==> src/rtl/contador_transiciones_sinc_pkg.sv <==
// Shared definitions for the transition-count monitor: FSM encoding,
// default widths and the channel numbering of the adder bank.
package contador_transiciones_sinc_pkg;

  localparam int NUM_CANALES_DEF = 3;
  localparam int ANCHO_DEF       = 9;
  localparam int ANCHO_CNT_DEF   = 32;
  localparam int NDIR_DEF        = 2;

  localparam int CANAL_RIZADO = 0;
  localparam int CANAL_LOGICO = 1;
  localparam int CANAL_LOOK   = 2;

  typedef enum logic [0:0] {
    ACTIVO = 1'b0,
    LIMPIA = 1'b1
  } estado_t;

  // Width of an index able to address n entries (at least one bit).
  function automatic int ancho_indice(input int n);
    return (n > 1) ? $clog2(n) : 1;
  endfunction

endpackage

==> src/rtl/contador_transiciones_sinc_contador_unos.sv <==
// Combinational population count of an ANCHO-bit vector.
module contador_unos
  import contador_transiciones_sinc_pkg::*;
#(
  parameter int ANCHO     = ANCHO_DEF,
  parameter int ANCHO_OUT = $clog2(ANCHO + 1)
) (
  input  logic [ANCHO-1:0]     vec,
  output logic [ANCHO_OUT-1:0] cuenta
);

  // Add up every set bit of the input vector.
  always_comb begin
    cuenta = '0;
    for (int i = 0; i < ANCHO; i++) begin
      cuenta = cuenta + ANCHO_OUT'(vec[i]);
    end
  end

endmodule

==> src/rtl/contador_transiciones_sinc.sv <==
// Transition-count monitor for the adder bank: accumulates the Hamming
// distance between consecutive samples of each bus into a saturating
// counter, serves counter reads over a request/valid handshake and
// clears all counters sequentially, one per cycle.
module contador_transiciones_sinc
  import contador_transiciones_sinc_pkg::*;
#(
  parameter int NUM_CANALES = NUM_CANALES_DEF,
  parameter int ANCHO       = ANCHO_DEF,
  parameter int ANCHO_CNT   = ANCHO_CNT_DEF,
  parameter int NDIR        = NDIR_DEF
) (
  input  logic                         clk,
  input  logic                         rst_n,
  input  logic                         muestra_en,
  input  logic [NUM_CANALES*ANCHO-1:0] bus_in,
  input  logic                         borrar,
  input  logic                         lee_req,
  input  logic [NDIR-1:0]              lee_dir,
  output logic                         dato_valido,
  output logic [ANCHO_CNT-1:0]         dato_out,
  output logic                         lee_err,
  output logic                         ocupado,
  output logic [NUM_CANALES-1:0]       saturado
);

  localparam int PW = $clog2(ANCHO + 1);
  localparam int IW = ancho_indice(NUM_CANALES);

  estado_t              estado_r, estado_sig_s;
  logic [IW-1:0]        idx_r, idx_sig_s;
  logic                 sale_s;
  logic                 primera_r;
  logic                 muestra_s;
  logic                 acepta_s;
  logic [ANCHO_CNT-1:0] rd_s;
  logic                 rd_err_s;

  logic [ANCHO-1:0]     prev_r [NUM_CANALES];
  logic [ANCHO_CNT-1:0] cnt_r  [NUM_CANALES];
  logic [PW-1:0]        pc_s   [NUM_CANALES];
  logic [ANCHO_CNT:0]   suma_s [NUM_CANALES];

  // One popcount per channel over the bits that toggled since the last sample.
  for (genvar k = 0; k < NUM_CANALES; k++) begin : g_canal
    contador_unos #(.ANCHO(ANCHO), .ANCHO_OUT(PW)) u_unos (
      .vec    (prev_r[k] ^ bus_in[k*ANCHO +: ANCHO]),
      .cuenta (pc_s[k])
    );
  end

  // Sampling is suppressed while clearing and when a clear is requested.
  always_comb begin
    muestra_s = (estado_r == ACTIVO) && muestra_en && !borrar;
    acepta_s  = lee_req && (estado_r == ACTIVO) && !borrar && !dato_valido;
  end

  // Extended-width sums; the top bit flags an overflow of the counter range.
  always_comb begin
    for (int k = 0; k < NUM_CANALES; k++) begin
      suma_s[k] = {1'b0, cnt_r[k]} + (ANCHO_CNT + 1)'(pc_s[k]);
    end
  end

  // Read multiplexer; an address beyond the last channel reads as an error.
  always_comb begin
    rd_s     = '0;
    rd_err_s = 1'b1;
    for (int k = 0; k < NUM_CANALES; k++) begin
      if (lee_dir == NDIR'(k)) begin
        rd_s     = cnt_r[k];
        rd_err_s = 1'b0;
      end else begin
        rd_s     = rd_s;
        rd_err_s = rd_err_s;
      end
    end
  end

  // Next-state logic: a clear walks the index once over every channel.
  always_comb begin
    estado_sig_s = estado_r;
    idx_sig_s    = idx_r;
    sale_s       = 1'b0;
    case (estado_r)
      ACTIVO: begin
        if (borrar) begin
          estado_sig_s = LIMPIA;
          idx_sig_s    = '0;
        end else begin
          estado_sig_s = ACTIVO;
        end
      end
      LIMPIA: begin
        if (borrar) begin
          idx_sig_s = '0;
        end else if (idx_r == IW'(NUM_CANALES - 1)) begin
          estado_sig_s = ACTIVO;
          sale_s       = 1'b1;
        end else begin
          idx_sig_s = idx_r + IW'(1);
        end
      end
      default: begin
        estado_sig_s = ACTIVO;
        idx_sig_s    = '0;
      end
    endcase
  end

  // FSM state, clear index and the busy flag.
  always_ff @(posedge clk or negedge rst_n) begin
    if (!rst_n) begin
      estado_r <= ACTIVO;
      idx_r    <= '0;
      ocupado  <= 1'b0;
    end else begin
      estado_r <= estado_sig_s;
      idx_r    <= idx_sig_s;
      ocupado  <= (estado_sig_s == LIMPIA);
    end
  end

  // Sample history, saturating counters, sticky flags and the first-sample marker.
  always_ff @(posedge clk or negedge rst_n) begin
    if (!rst_n) begin
      primera_r <= 1'b1;
      saturado  <= '0;
      for (int k = 0; k < NUM_CANALES; k++) begin
        prev_r[k] <= '0;
        cnt_r[k]  <= '0;
      end
    end else begin
      if (sale_s) begin
        primera_r <= 1'b1;
      end else if (muestra_s) begin
        primera_r <= 1'b0;
      end
      for (int k = 0; k < NUM_CANALES; k++) begin
        if ((estado_r == LIMPIA) && (idx_r == IW'(k))) begin
          cnt_r[k]    <= '0;
          saturado[k] <= 1'b0;
        end else if (muestra_s) begin
          prev_r[k] <= bus_in[k*ANCHO +: ANCHO];
          if (!primera_r) begin
            if (suma_s[k][ANCHO_CNT]) begin
              cnt_r[k]    <= '1;
              saturado[k] <= 1'b1;
            end else begin
              cnt_r[k] <= suma_s[k][ANCHO_CNT-1:0];
            end
          end
        end
      end
    end
  end

  // Read response: one-cycle valid pulse, data held between reads.
  always_ff @(posedge clk or negedge rst_n) begin
    if (!rst_n) begin
      dato_valido <= 1'b0;
      dato_out    <= '0;
      lee_err     <= 1'b0;
    end else begin
      dato_valido <= acepta_s;
      if (acepta_s) begin
        dato_out <= rd_s;
        lee_err  <= rd_err_s;
      end
    end
  end

endmodule

==> config.mk <==
export PLATFORM = sky130hd
export DESIGN_NAME = contador_transiciones_sinc
export DESIGN_NICKNAME = d
export VERILOG_FILES = /design/src/rtl/contador_transiciones_sinc_pkg.sv /design/src/rtl/contador_transiciones_sinc_contador_unos.sv /design/src/rtl/contador_transiciones_sinc.sv
export SDC_FILE = /design/constraint.sdc
export NUM_CORES = 1
export LEC_CHECK = 0
export ABC_CLOCK_PERIOD_IN_PS = 5200
export CORE_MARGIN = 2
export CORE_UTILIZATION = 50
export DETAILED_ROUTE_END_ITERATION = 8
export GPL_TIMING_DRIVEN = 1
export PLACE_DENSITY_LB_ADDON = 0.15
export REMOVE_ABC_BUFFERS = 1
export SYNTH_ARGS = -nofsm -noshare
export SYNTH_HDL_FRONTEND = slang
export SYNTH_HIERARCHICAL = 1
export SYNTH_SLANG_ARGS = --single-unit
==> constraint.sdc <==
create_clock -name clk -period 5.2 [get_ports clk]
set_input_delay 1.3 -clock clk [delete_from_list [all_inputs] [get_ports clk]]
set_output_delay 1.3 -clock clk [all_outputs]
set_load 0.01 [all_outputs]
==> flow_summary.yaml <==
sta:
  worstMarginPinSlew_ns: 1.038
  setup_ws_ns: 0.1545
  finalCritPeriodShare_pct: 97.03
  final-setup-viol-count: 0
  final_hold_viol_count: 0
  max-slew-margin-rel_pct: 30.83
  fin_crit_ns: 5.046
  fin_skew_ns: 0.009453
  fmax_mhz: 198.2
  slew_viol_final: 0
logic_synthesis:
  synth-edff-count: 0
  yosys.area.top_type: "dfrtp_1"
  synth_fa_ha_area_share_pct: 6.272
  synth_top_cell_area_share_pct: 41.06
  muxShareOfSynthArea_pct: 7.909
  synth_top_family_by_area: "simple AND/OR/NAND/NOR gates"
  postSynthCellCount: 1068
  syn_area_um2: 9935
  yosys.area_share.simple_pct: 20.63
  avgSynthCellArea_um2: 9.302
  ys_types: 63
  synthArstFlopShare_pct: 100.0
  yosys_warnings: 6
  synth_compound_area_share_pct: 13.92
  ys_seq_area_share_pct: 41.32
  synth_ff_type: "dfrtp_1"
  synth_xor_area_share_pct: 5.378
  ys_seq_elements: 164
  ys_top_cells_by_area: "dfrtp_1, a21oi_1, mux2_2"
worst_setup_path:
  required_ns: 5.51
  path_cells: "clkdlybuf4s50_1, xor2_2, fa_1, inv_1, fa_1, fa_2, fa_1, xnor2_1, ha_1, a21o_1, a21oi_1, buf_4, or4_1, o211ai_1, nand2_1"
  r2r_slack_ns: 0.86
  end_kind: "flop"
  cp_max_fo: 8
  critPathSlowestCell: "or4_1"
  crit_type: "input port to flop"
  r2r-start: "prev_r[2]"
  cp-start-kind: "input port"
  worstRegToRegCells: 15
  cp_common_cell: "fa_1"
  arrival_ns: 5.36
  cpPeakStageDelay_ns: 0.57
  reg2reg_to: "cnt_r[20]"
floorplanning:
  die_h_um: 145.0
  die_w_um: 145.0
  die_area_um2: 21010
  start_util_pct: 51.04
  core_region_area_um2: 19460
  top_level_ports: 72
  num_rows: 51
global_route:
  grt_pass1_wl_mm: 40.91
  grt_max_degree: 85
  grtUsageTotal_pct: 23.93
  grt_antenna_before_repair: 0
  first_global_vias: 7954
  overflow: 0
flow_run:
  drv_cap: 0
clock_network:
  hold_buffers: 0
  clk_path_buf_depth: 2
  cts-htree-levels: 4
  cts_buffers: 17
  clock-sinks: 164
  cts_root_buf: "clkbuf_16"
  clk_pin_slew_ns: 0.07
  insertion_delay_ns: 0.43
  cts_tree: "done"
placement:
  io_buffers: 71
  gp_congestion: 0.8584
  placed_cell_area_um2: 11140
  post-place-ws_ns: -0.5347
  hpwl_mm: 17.26
layout:
  nets: 1226
  layout-drive-gt1-share_pct: 14.84
  antenna_cells: 0
  fillCellCount: 1658
  final_area_um2: 12030
  postLayoutCoreUtil_pct: 61.79
  syn_to_final_growth_pct: 21.05
route:
  totalWireLength_mm: 25.55
  ant_nets: 0
  drtIter0Drc: 610
  routed-wl-met2_mm: 12.01
  vias: 8362
  drt-met1-wl_mm: 12.00
  drtPass1Iterations: 6
  wl_met3_mm: 1.149
  routedWlPerCell_um: 17.86
  routed_via_density: 5.843
  drc: 0
  top_layer: "met4"
power:
  vdd_drop_max_uv: 401.9
  p_leak_nw: 5.356
  power_density_nw_per_um2: 551.7
min_path:
  worstHoldEndpoint: "saturado[1]"
  hp-start: "saturado[1]"
  min_path_cells: 2
  min_path_type: "flop to flop"
status:
  status: "completed"
## where the power goes
part	internal (mW)	total (mW)	switching (mW)
clock	0.880	1.42	0.544
combinational	1.75	3.47	1.72
sequential	1.55	1.74	0.194
total	4.18	6.63	2.46
## metrics by stage
| stage | hold slack, ns | total power [mW] | instances | TNS, ns |
|---|---|---|---|---|
| floorplan | 0.4901 | 3.919 | 1004 | -65.12 |
| global placement | 0.4533 | 4.953 | 1393 | -30.68 |
| detailed placement | 0.4588 | 5.068 | 1393 | -31.14 |
| CTS | 0.4750 | 6.553 | 1425 | 0 |
| global route | 0.5060 | 7.197 | 1431 | -0.002547 |
| finish | 0.4692 | 6.635 | 1431 | 0 |
## flip-flops by register name (all words and copies together), names as in the netlist
signal and cells:
cnt_r 96, dato_out 32, dato_valido 1, estado_r 1
idx_r 2, lee_err 1, prev_r 27, primera_r 1
saturado 3
## cells in the final DEF (no fill, tap or decap), types with 11 or more instances in the layout
| master | instances |
|---|---|
| buf_4 | 50 |
| mux2i_1 | 38 |
| o211ai_1 | 22 |
| xnor2_1 | 24 |
| inv_1 | 46 |
| and3_1 | 14 |
| nor2_1 | 99 |
| nor3_1 | 23 |
| o21ai_0 | 52 |
| fa_1 | 12 |
| nand2_1 | 79 |
| mux2_2 | 36 |
| nand3_1 | 66 |
| clkbuf_16 | 20 |
| ha_1 | 21 |
| and2_1 | 14 |
| o311ai_0 | 11 |
| dfrtp_1 | 163 |
| xor2_1 | 33 |
| nand4_1 | 31 |
| clkdlybuf4s50_1 | 63 |
| nor4_1 | 15 |
| a21oi_1 | 85 |
## worst max-delay path: cells and delay by family
family                     cells  cell delay [ns]
adders and majority gates      5             2.01
buffers and inverters          3             0.69
and+or+nand+nor                2             0.65
AOI/OAI and AO/OA              3             0.35
xor gates and xnor gates       2             0.34
## logic make-up (layout without fill, tap and decap cells)
| logic type | Yosys count | after routing |
|---|---|---|
| buffers and inverters | 111 | 209 |
| adder cells (fa/ha/maj) | 39 | 39 |
| flip-flops | 164 | 164 |
| AND/OR/NAND/NOR | 393 | 393 |
| AO/OA/AOI/OAI | 226 | 226 |
| multiplexers | 74 | 74 |
| XOR/XNOR | 61 | 61 |
## Yosys cell counts (all sizes together), types with 24 or more instances
cell    number
a21oi       86
clkbuf      48
dfrtp      163
inv         47
mux2        36
mux2i       38
nand2       82
nand3       67
nand4       32
nor2       100
o21ai       54
xnor2       24
xor2        37
## worst max path at each step
stage	startpoint	to	slack [ns]	cells past startpoint
6_report	bus_in[1]	cnt_r[90]	0.15	15
5_1_grt	bus_in[13]	cnt_r[54]	-0.003	15
4_1_cts	bus_in[21]	cnt_r[16]	0.04	15
3_5_place_dp	bus_in[21]	cnt_r[22]	-0.53	16
3_3_place_gp	bus_in[21]	cnt_r[22]	-0.49	16
2_1_floorplan	borrar	dato_valido	-1.68	1
## routing by layer
| metal | vias to the layer above | GRT usage (%) |
|---|---|---|
| met4 | 0 | 5.941 |
| met2 | 230 | 38.26 |
| met3 | 35 | 3.931 |
| li1 | 3985 | - |
| met5 | - | 0 |
| met1 | 4112 | 34.12 |
## repair_timing
| action | 4_1_cts | 5_1_grt |
|---|---|---|
| pin swaps | 0 | 15 |
| endpoints found under the setup margin | 4 | 77 |
| buffers inserted | 0 | 2 |
| gates cloned | 0 | 4 |
| resized for setup | 3 | 34 |
## layout make-up
type | count | area [µm²] | share of cell area (%)
Timing Repair Buffer | 130 | 1260 | 10.48
Inverter | 47 | 176.4 | 1.467
Tap cell | 265 | 331.6 | 2.757
Clock inverter | 12 | 201.4 | 1.675
Clock buffer | 20 | 456.7 | 3.798
Sequential cell | 164 | 4105 | 34.14
Multi-Input combinational cell | 793 | 5494 | 45.69
(Power assumes the default switching activity.)
